$ cat src/rtl/seven_seg_scanner_if.sv
// Bus bundle for seven_seg_scanner: value/strobe inputs and the segment/anode pin outputs.
// SEG_BLINK_EN adds the blink_mask signal.
interface seven_seg_scanner_if #(
   parameter int unsigned NUM_DIGITS = 4
);
   logic [4*NUM_DIGITS-1:0] data;
   logic                    load;
   logic [NUM_DIGITS-1:0]   dp_in;
   logic                    enable;
   logic                    lzs;
`ifdef SEG_BLINK_EN
   logic [NUM_DIGITS-1:0]   blink_mask;
`endif
   logic [6:0]              seg;
   logic                    dp_n;
   logic [NUM_DIGITS-1:0]   an;
   logic                    frame_done;

`ifdef SEG_BLINK_EN
   modport master (output data, load, dp_in, enable, lzs, blink_mask,
                   input  seg, dp_n, an, frame_done);
   modport slave  (input  data, load, dp_in, enable, lzs, blink_mask,
                   output seg, dp_n, an, frame_done);
`else
   modport master (output data, load, dp_in, enable, lzs,
                   input  seg, dp_n, an, frame_done);
   modport slave  (input  data, load, dp_in, enable, lzs,
                   output seg, dp_n, an, frame_done);
`endif
endinterface

$ cat src/rtl/seven_seg_scanner.sv
// Time-multiplexed common-anode 7-segment driver with frame-synchronous double buffering,
// leading-zero suppression and per-digit decimal points. Optional blinking via SEG_BLINK_EN.
module seven_seg_scanner #(
   parameter int unsigned NUM_DIGITS   = 4,
   parameter int unsigned SCAN_DIV     = 50000
`ifdef SEG_BLINK_EN
   ,
   parameter int unsigned BLINK_FRAMES = 64
`endif
) (
   input logic               CLK,
   input logic               RSTN,
   seven_seg_scanner_if.slave bus
);

   localparam int unsigned CntW = (SCAN_DIV > 1) ? $clog2(SCAN_DIV) : 1;
   localparam int unsigned IdxW = (NUM_DIGITS > 1) ? $clog2(NUM_DIGITS) : 1;

   function automatic logic [6:0] hex_decode(input logic [3:0] h);
      logic [6:0] s;
      unique case (h)
         4'h0: s = 7'b1000000;
         4'h1: s = 7'b1111001;
         4'h2: s = 7'b0100100;
         4'h3: s = 7'b0110000;
         4'h4: s = 7'b0011001;
         4'h5: s = 7'b0010010;
         4'h6: s = 7'b0000010;
         4'h7: s = 7'b1111000;
         4'h8: s = 7'b0000000;
         4'h9: s = 7'b0011000;
         4'hA: s = 7'b0100000;
         4'hB: s = 7'b0000011;
         4'hC: s = 7'b1000110;
         4'hD: s = 7'b0100001;
         4'hE: s = 7'b0000100;
         4'hF: s = 7'b0001110;
      endcase
      return s;
   endfunction

   logic [CntW-1:0]         cnt_q, cnt_d;
   logic [IdxW-1:0]         idx_q, idx_d;
   logic [4*NUM_DIGITS-1:0] act_data_q, act_data_d, pend_data_q, pend_data_d;
   logic [NUM_DIGITS-1:0]   act_dp_q, act_dp_d, pend_dp_q, pend_dp_d;
   logic                    pend_q, pend_d;
   logic [6:0]              seg_q, seg_d;
   logic                    dp_n_q, dp_n_d;
   logic [NUM_DIGITS-1:0]   an_q, an_d;
   logic                    fd_q, fd_d;

   logic       tick, wrap, blank, blink_blank, hi_zero;
   logic [3:0] nib;

   assign tick = (cnt_q == CntW'(SCAN_DIV - 1));
   assign wrap = tick && (idx_q == IdxW'(NUM_DIGITS - 1));

`ifdef SEG_BLINK_EN
   localparam int unsigned FcW = (BLINK_FRAMES > 1) ? $clog2(BLINK_FRAMES) : 1;
   logic [FcW-1:0] fcnt_q, fcnt_d;
   logic           blink_q, blink_d;

   always_comb begin
      fcnt_d  = fcnt_q;
      blink_d = blink_q;
      if (wrap) begin
         if (fcnt_q == FcW'(BLINK_FRAMES - 1)) begin
            fcnt_d  = '0;
            blink_d = ~blink_q;
         end else begin
            fcnt_d = fcnt_q + 1'b1;
         end
      end
   end

   always_ff @(posedge CLK or negedge RSTN) begin
      if (!RSTN) begin
         fcnt_q  <= '0;
         blink_q <= 1'b0;
      end else begin
         fcnt_q  <= fcnt_d;
         blink_q <= blink_d;
      end
   end

   assign blink_blank = blink_q && bus.blink_mask[idx_q];
`else
   assign blink_blank = 1'b0;
`endif

   // Digit k is a leading zero when nibble k and every nibble above it are zero.
   always_comb begin
      nib     = act_data_q[{idx_q, 2'b00} +: 4];
      hi_zero = ((act_data_q >> {idx_q, 2'b00}) == '0);
      blank   = !bus.enable || (bus.lzs && (idx_q != '0) && hi_zero) || blink_blank;
   end

   always_comb begin
      cnt_d       = tick ? '0 : cnt_q + 1'b1;
      idx_d       = idx_q;
      seg_d       = seg_q;
      dp_n_d      = dp_n_q;
      an_d        = an_q;
      fd_d        = wrap;
      act_data_d  = act_data_q;
      act_dp_d    = act_dp_q;
      pend_data_d = pend_data_q;
      pend_dp_d   = pend_dp_q;
      pend_d      = pend_q;

      if (tick) begin
         idx_d = wrap ? '0 : idx_q + 1'b1;
         if (blank) begin
            an_d   = '1;
            seg_d  = 7'h7F;
            dp_n_d = 1'b1;
         end else begin
            an_d   = ~(NUM_DIGITS'(1) << idx_q);
            seg_d  = hex_decode(nib);
            dp_n_d = ~act_dp_q[idx_q];
         end
      end

      // A load landing on the commit edge bypasses the pending buffer.
      if (wrap) begin
         if (bus.load) begin
            act_data_d = bus.data;
            act_dp_d   = bus.dp_in;
         end else if (pend_q) begin
            act_data_d = pend_data_q;
            act_dp_d   = pend_dp_q;
         end
         pend_d = 1'b0;
      end else if (bus.load) begin
         pend_data_d = bus.data;
         pend_dp_d   = bus.dp_in;
         pend_d      = 1'b1;
      end
   end

   always_ff @(posedge CLK or negedge RSTN) begin
      if (!RSTN) begin
         cnt_q       <= '0;
         idx_q       <= '0;
         act_data_q  <= '0;
         act_dp_q    <= '0;
         pend_data_q <= '0;
         pend_dp_q   <= '0;
         pend_q      <= 1'b0;
         seg_q       <= 7'h7F;
         dp_n_q      <= 1'b1;
         an_q        <= '1;
         fd_q        <= 1'b0;
      end else begin
         cnt_q       <= cnt_d;
         idx_q       <= idx_d;
         act_data_q  <= act_data_d;
         act_dp_q    <= act_dp_d;
         pend_data_q <= pend_data_d;
         pend_dp_q   <= pend_dp_d;
         pend_q      <= pend_d;
         seg_q       <= seg_d;
         dp_n_q      <= dp_n_d;
         an_q        <= an_d;
         fd_q        <= fd_d;
      end
   end

   assign bus.seg        = seg_q;
   assign bus.dp_n       = dp_n_q;
   assign bus.an         = an_q;
   assign bus.frame_done = fd_q;

endmodule

$ cat src/flat_wrapper.sv
// flat-port wrapper written by rule: the top's interface ports become plain ports
module seven_seg_scanner_flat 
#(
   parameter int unsigned NUM_DIGITS   = 4,
   parameter int unsigned SCAN_DIV     = 50000

)
  (CLK, RSTN, bus_data, bus_load, bus_dp_in, bus_enable, bus_lzs, bus_seg, bus_dp_n, bus_an, bus_frame_done);
  seven_seg_scanner_if #(.NUM_DIGITS(NUM_DIGITS)) bus_i ();
  input logic CLK;
  input logic RSTN;
  input wire logic [$bits(bus_i.data)-1:0] bus_data;
  input wire logic [$bits(bus_i.load)-1:0] bus_load;
  input wire logic [$bits(bus_i.dp_in)-1:0] bus_dp_in;
  input wire logic [$bits(bus_i.enable)-1:0] bus_enable;
  input wire logic [$bits(bus_i.lzs)-1:0] bus_lzs;
  output wire logic [$bits(bus_i.seg)-1:0] bus_seg;
  output wire logic [$bits(bus_i.dp_n)-1:0] bus_dp_n;
  output wire logic [$bits(bus_i.an)-1:0] bus_an;
  output wire logic [$bits(bus_i.frame_done)-1:0] bus_frame_done;
  assign bus_i.data = bus_data;
  assign bus_i.load = bus_load;
  assign bus_i.dp_in = bus_dp_in;
  assign bus_i.enable = bus_enable;
  assign bus_i.lzs = bus_lzs;
  assign bus_seg = bus_i.seg;
  assign bus_dp_n = bus_i.dp_n;
  assign bus_an = bus_i.an;
  assign bus_frame_done = bus_i.frame_done;
  seven_seg_scanner #(.NUM_DIGITS(NUM_DIGITS), .SCAN_DIV(SCAN_DIV)) u_core (.CLK(CLK), .RSTN(RSTN), .bus(bus_i));
endmodule
$ cat config.mk
export PLATFORM = sky130hd
export DESIGN_NAME = seven_seg_scanner_flat
export DESIGN_NICKNAME = d
export VERILOG_FILES = /design/src/rtl/seven_seg_scanner_if.sv /design/src/rtl/seven_seg_scanner.sv /design/src/flat_wrapper.sv
export SDC_FILE = /design/constraint.sdc
export NUM_CORES = 1
export LEC_CHECK = 0
export CORE_MARGIN = 5
export CORE_UTILIZATION = 30
export CTS_CLUSTER_DIAMETER = 150
export DETAILED_ROUTE_END_ITERATION = 16
export GPL_TIMING_DRIVEN = 0
export PLACE_DENSITY = 0.6
export SYNTH_ARGS = -nofsm -noshare
export SYNTH_HDL_FRONTEND = slang
export SYNTH_SLANG_ARGS = --single-unit
$ cat constraint.sdc
create_clock -name CLK -period 2.2 [get_ports CLK]
set_input_delay 0.44 -clock CLK [delete_from_list [all_inputs] [get_ports CLK]]
set_output_delay 0.44 -clock CLK [all_outputs]
set_load 0.05 [all_outputs]
==> flow_summary.yaml, run 1 <==
cts:
  cts_tree: "yes"
  clockBufferDepth: 2
  cts_htree_levels: 3
  clock-sinks: 72
  cts_inserted_buffers: 9
  cts_root_buffer: "clkbuf_16"
  path_clk_slew_ns: 0.06
  clock_latency_ns: 0.33
  cts_hold_buf: 0
timing:
  rsz0062_at_grt: "yes"
  skew_ns: 0.00659
  slew_viol_final: 0
  period_share_pct: 96.8
  max_freq_mhz: 469
  period_minus_slack_ns: 2.13
  setup_viol: 0
  finalHoldViolCount: 0
  worst_pin_slew_ns: 0.897
  worst_slack_ns: 0.0696
  relSlewSlack_pct: 40.2
layout:
  synthToLayoutAreaGrowth_pct: 25.3
  fin_util_pct: 38.5
  antennaDiodeCount: 0
  fin_nets: 415
  drive_gt1_share_pct: 21.1
drt:
  drtIter0Drc: 135
  drc_errors: 0
  wl_um: 7610
  avgRoutedWirePerCell_um: 13.8
  vias_per_cell: 4.64
  first_pass_iters: 4
  ant_nets: 0
  vias: 2558
setup_path:
  critPathKind: "flop to flop"
  worstPathCellList: "mux4_2 > inv_2 > ha_4 > o2111ai_1 > a22o_1 > clkbuf_8 > and2_4 > a21oi_1"
  required_ns: 2.46
  max_stage_delay_ns: 0.57
  cp.arrival_ns: 2.39
  end_kind: "flop"
  cp_max_fo: 10
  cp_slowest_cell: "mux4_2"
  startpoint_type: "flop"
logic_synthesis:
  synth_top_flop_cell: "dfrtp_1"
  netlist_area_sq_um: 3700
  syn_inst: 323
  synth_xor_area_share_pct: 4.26
  synth_fa_ha_area_share_pct: 3.72
  ys_warn_count: 0
  ys_seq_elements: 72
  synth.area.mux_share_pct: 18.3
  syn_nets: 359
  synth_compound_area_share_pct: 8.25
  synth_top_family_by_area: "multiplexers"
  synth_edf_count: 0
  avgSynthCellArea_sq_um: 11.5
  synth-simple-area-share_pct: 12.9
  async_reset_ff_share_pct: 100
  ys_seq_area_share_pct: 49.1
  yosysUniqueCellTypes: 45
die:
  die_w_um: 121
  start_util_pct: 30.7
  dieArea_sq_um: 14700
  design.core.area_sq_um: 12100
  io-pin-count: 38
  row_count: 40
  die_h_um: 121
pwr:
  powerDensity_nw_per_um2: 620
  leakagePower_nw: 2.05
  peakVddDrop_mv: 0.443
global_routing:
  antenna_found_initial: 0
  grt_pass1_vias: 2750
  track_usage_pct: 11.2
  gr-total-overflow: 0
  grt_max_degree: 73
  grt_pass1_wl_um: 13300
job:
  maxCapViolCount: 0
outcome:
  status: "finished, final reports clean"
placement:
  place_congestion: 0.798
  numPortBuffers: 37
  post-place-ws_ns: -0.217
  hpwlAfterDp_um: 5410
min_path:
  min_path_type: "primary input to asynchronous set/reset pin"
-- sequential cells by signal, indices dropped and copies added, names as in the netlist --
register	count
u_core.bus.dp_n	1
u_core.idx_q	2
u_core.bus.an	4
u_core.pend_dp_q	4
u_core.bus.frame_done	1
u_core.bus.seg	7
u_core.pend_q	1
u_core.pend_data_q	16
u_core.act_data_q	16
u_core.act_dp_q	4
u_core.cnt_q	16
-- metal layers --
metal  GRT usage [%]  vias up  share of wire, %
met3            3.36        6               3.5
met5               0        -                 0
met2            18.0       42                48
met4            3.26        0              0.85
li1                -     1246                 -
met1            14.6     1264                48
-- power by group --
part | internal, mW | total (mW) | switching (mW)
Combinational | 0.124 | 0.209 | 0.0852
Clock | 0.751 | 1.29 | 0.535
Sequential | 1.36 | 1.38 | 0.0197
-- Yosys cell counts (2+ instances only) --
library cell   n  share of area (%)
mux2_4        20                8.1
nand3b_1       2               0.41
nand3_1        7               0.95
o21ai_1       23                3.1
clkbuf_1      10                1.0
a21oi_1        8                1.1
inv_1          4               0.41
nor4_1         4               0.68
nand2_1       30                3.0
nor2_1        29                2.9
xor2_1        11                2.6
and3_1         6                1.0
o211ai_1       2               0.41
a31oi_1        9                1.5
dfstp_2       12                8.5
o21ai_0        4               0.54
ha_1          11                3.7
buf_12         2                1.1
xnor2_1        7                1.7
o2111ai_1      2               0.47
buf_2          3               0.41
nor2b_1        7                1.2
nor4bb_1       2               0.54
mux2i_1       23                6.2
dfrtp_1       60                 41
mux4_2         6                3.6
-- cell families (layout without fill, tap and decap cells) --
family | Yosys count | after routing
and+or+nand+nor | 97 | 97
DFF | 72 | 72
AOI/OAI and AO/OA | 53 | 53
muxes | 50 | 50
buffers and inverters | 22 | 82
xor gates and xnor gates | 18 | 18
adders and majority gates | 11 | 11
-- metrics by stage --
stage | area (sq um) | total power, mW | cells | hold WS [ns] | setup TNS [ns]
2_1_floorplan | 3720 | 1.52 | 323 | 0.144 | 0
3_3_place_gp | 4310 | 1.61 | 528 | 0.447 | -114.20
4_1_cts | 4630 | 2.94 | 551 | 0.270 | 0
5_1_grt | 4640 | 3.01 | 551 | 0.317 | -0.0595
6_report | 4640 | 2.88 | 551 | 0.232 | 0
3_5_place_dp | 4300 | 1.62 | 528 | 0.465 | -1.35
-- worst paths after layout --
path / from / end / slack, ns / cells past startpoint
setup / recovery: u_core.idx_q[0]$_DFFE_PN0N_ / u_core.bus.seg[5]$_DFFE_PN1N_ / 0.07 / 8
hold / removal: RSTN / u_core.cnt_q[8]$_DFF_PN0_ / 0.23 / 1
setup reg to reg: u_core.idx_q[0]$_DFFE_PN0N_ / u_core.bus.seg[5]$_DFFE_PN1N_ / 0.07 / 8
hold reg to reg: u_core.cnt_q[0]$_DFF_PN0_ / u_core.cnt_q[0]$_DFF_PN0_ / 0.47 / 1
max in group asynchronous: RSTN / u_core.idx_q[0]$_DFFE_PN0N_ / 1.32 / 1
min in group CLK: u_core.cnt_q[0]$_DFF_PN0_ / u_core.cnt_q[0]$_DFF_PN0_ / 0.47 / 1
-- layout by cell type, fill, tap and decap left out, types with 4 or more instances in the layout --
cell	count
dfrtp_1	59
clkdlybuf4s50_1	36
nand2_1	30
nor2_1	29
mux2i_1	23
o21ai_1	23
mux2_4	20
dfstp_2	12
buf_4	11
xor2_1	11
clkbuf_1	9
a31oi_1	9
ha_1	9
clkbuf_16	9
nand3_1	7
xnor2_1	7
nor2b_1	7
and3_1	6
mux4_2	6
a21oi_1	6
nor4_1	4
o21ai_0	4
clkinv_2	4
-- what timing repair did --
| item | CTS | global route |
|---|---|---|
| resized for setup | 3 | 5 |
| pin swaps | 1 | 1 |
| setup endpoints to repair | 12 | 5 |
| cloned | 0 | 0 |
| setup buffers | 8 | 1 |
-- area by class of cell --
| class | instances | area, sq um |
|---|---|---|
| multi-input combinational | 229 | 1780 |
| timing repair buffer | 46 | 435 |
| tap | 168 | 210 |
| clock buffer | 9 | 225 |
| sequential | 72 | 1820 |
| buffer | 16 | 113 |
| inverter | 5 | 21.3 |
| clock inverter | 6 | 37.5 |
| fill | 1196 | 7420 |
-- critical path: cells and delay by family (launching register included) --
family	cells	cell delay, ns
AOI/OAI and AO/OA	3	0.46
adders and majority gates	1	0.16
buffers and inverters	2	0.28
DFF	1	0.42
muxes	1	0.57
and+or+nand+nor	1	0.17
No activity file was read; power rests on OpenSTA's default activity.
==> run 2: changes to the inputs <==
--- a/config.mk
+++ b/config.mk
@@ -10,7 +10,7 @@
 export CTS_CLUSTER_DIAMETER = 150
 export DETAILED_ROUTE_END_ITERATION = 16
 export GPL_TIMING_DRIVEN = 0
-export PLACE_DENSITY = 0.6
+export PLACE_DENSITY = 0.53
 export SYNTH_ARGS = -nofsm -noshare
 export SYNTH_HDL_FRONTEND = slang
 export SYNTH_SLANG_ARGS = --single-unit
==> flow_summary.yaml, run 2 (synthesis gave the netlist of run 1 again) <==
die:
  design.core.area_sq_um: 12100
  row_count: 40
  io-pin-count: 38
  dieArea_sq_um: 14700
  die_w_um: 121
  die_h_um: 121
  start_util_pct: 30.7
layout:
  n_fill_cell: 1169
  synthToLayoutAreaGrowth_pct: 27.6
  layout_common_cells: "dfrtp_1, clkdlybuf4s50_1, nand2_1, nor2_1"
  fin_nets: 419
  largest_registers: "u_core.act_data_q x16, u_core.cnt_q x16, u_core.pend_data_q x16"
  drive_gt1_share_pct: 22.4
  final_common_cell: "dfrtp_1"
  antennaDiodeCount: 0
  finalNonFillerCells: 556
cts:
  path_clk_slew_ns: 0.06
  clockBufferDepth: 2
  clock-sinks: 72
  cts_htree_levels: 3
  clock_latency_ns: 0.33
  cts_inserted_buffers: 9
  cts_root_buffer: "clkbuf_16"
  cts_tree: "yes"
timing:
  rsz0062_at_grt: "yes"
  fin_hold_ws_ns: 0.0416
  skew_ns: 0.00736
  finalHoldViolCount: 0
  slew_viol_final: 0
  worst_pin_slew_ns: 0.706
  relSlewSlack_pct: 52.9
  period_minus_slack_ns: 2.16
  period_share_pct: 98.0
  setup_viol: 0
  max_freq_mhz: 464
  fin_setup_tns_ns: 0
drt:
  vias: 2592
  avgRoutedWirePerCell_um: 14.0
  wl_um: 7800
  drtIter0Drc: 70
  first_pass_iters: 4
  ant_nets: 0
  drc_errors: 0
  vias_per_cell: 4.66
global_routing:
  grt_pass1_vias: 2822
  gr-total-overflow: 0
  grt_max_degree: 44
  grt_pass1_wl_um: 13600
  antenna_found_initial: 0
  track_usage_pct: 11.5
pwr:
  p_int_mw: 2.28
  powerDensity_nw_per_um2: 618
  power.total_mw: 2.92
  p_clk_share_pct: 45.4
  peakVddDrop_mv: 0.336
  leakagePower_nw: 2.07
  seq_power_share_pct: 47.3
  p_sw_mw: 0.640
  combPwrFrac_pct: 7.3
  swShare_pct: 21.9
setup_path:
  cp_slowest_cell: "mux4_2"
  cp_top_family: "multiplexers"
  end_kind: "flop"
  required_ns: 2.46
  critPathKind: "flop to flop"
  worstPathCellList: "buf_8 > mux4_2 > inv_4 > ha_4 > o2111ai_2 > a22o_1 > buf_8 > and2_4 > a21oi_2"
  startpoint_type: "flop"
  cp.arrival_ns: 2.42
  crit_top_cell: "buf_8"
  cp_max_fo: 10
  max_stage_delay_ns: 0.55
  worst-path-buf-inv: 3
placement:
  hpwlAfterDp_um: 5570
  dp_cells: 529
  place_congestion: 0.814
  numPortBuffers: 37
outcome:
  status: "finished, final reports clean"
min_path:
  min_path_type: "primary input to asynchronous set/reset pin"
job:
  maxCapViolCount: 0
[run 2: cell types whose count changed in the layout (fill, tap and decap cells not counted), moves of 2 or more]
cell	change
buf_8	+2
buf_4	+2
clkinv_2	-2
clkinv_4	-2
a21oi_1	-2
clkbuf_1	+3
a21oi_2	+2
[run 2: final cells by class]
| type | instances | area (sq um) | share of cell area [%] |
|---|---|---|---|
| sequential | 72 | 1820 | 38.5 |
| timing repair buffer | 49 | 470 | 9.95 |
| buffer | 17 | 129 | 2.73 |
| multi-input combinational | 229 | 1810 | 38.3 |
| inverter | 5 | 21.3 | 0.450 |
| tap | 168 | 210 | 4.45 |
| clock buffer | 13 | 250 | 5.30 |
| clock inverter | 3 | 17.5 | 0.371 |
[run 2: path summary, 6_finish.rpt]
path	from	to	slack, ns	depth (start not counted)
max in group asynchronous	RSTN	u_core.bus.an[1]$_DFFE_PN1N_	1.53	2
hold / removal	RSTN	u_core.pend_data_q[10]$_DFFE_PN0P_	0.04	1
setup reg to reg	u_core.idx_q[0]$_DFFE_PN0N_	u_core.bus.seg[5]$_DFFE_PN1N_	0.04	9
setup / recovery	u_core.idx_q[0]$_DFFE_PN0N_	u_core.bus.seg[5]$_DFFE_PN1N_	0.04	9
hold reg to reg	u_core.cnt_q[0]$_DFF_PN0_	u_core.cnt_q[0]$_DFF_PN0_	0.46	1
min in group CLK	u_core.cnt_q[0]$_DFF_PN0_	u_core.cnt_q[0]$_DFF_PN0_	0.46	1
[run 2: repair_timing]
item	in CTS	in global routing
resized for setup	4	9
hold endpoints to repair	0	0
hold buffers	0	0
pin swaps	0	4
endpoints found under the setup margin	12	6
buffers inserted	8	3
[run 2: power by group through the flow]
stage                     Clock, mW  Combinational (mW)  Sequential, mW
after floorplan                   0               0.120            1.40
after global placement            0               0.212            1.40
after detailed placement          0               0.217            1.40
after CTS                      1.36               0.218            1.38
after global routing           1.42               0.234            1.39
final                          1.33               0.213            1.38
[run 2: routing by layer]
layer / up-vias / GRT usage [%] / routed length [um]
met5: - / 0 / 0
met4: 0 / 2.97 / 74
met3: 6 / 3.73 / 289
met2: 44 / 18.7 / 3650
met1: 1279 / 14.9 / 3780
li1: 1263 / - / -
[run 2: stage by stage]
step	area [sq um]	setup WS (ns)	util (%)
finish	4730	0.0447	39.2
global route	4730	-0.0634	39.2
CTS	4660	0.0256	38.6
detailed placement	4320	-0.242	35.8
global placement	4310	-1.85	35.7
floorplan	3720	0.000626	-
[run 2: worst reg2reg max path, stage by stage, from the launching register on]
cell and delay, ns:
dfrtp_2 0.38, buf_8 0.12, mux4_2 0.56, inv_4 0.09
ha_4 0.15, o2111ai_2 0.09, a22o_1 0.27, buf_8 0.15
and2_4 0.17, a21oi_2 0.12
==> run 3: changes to the inputs <==
--- a/config.mk
+++ b/config.mk
@@ -8,6 +8,7 @@
 export CORE_MARGIN = 5
 export CORE_UTILIZATION = 30
 export CTS_CLUSTER_DIAMETER = 150
+export CTS_CLUSTER_SIZE = 8
 export DETAILED_ROUTE_END_ITERATION = 16
 export GPL_TIMING_DRIVEN = 0
 export PLACE_DENSITY = 0.53
==> results of run 3 <==
Final layout, timing and power as in run 2 (identical DEF).
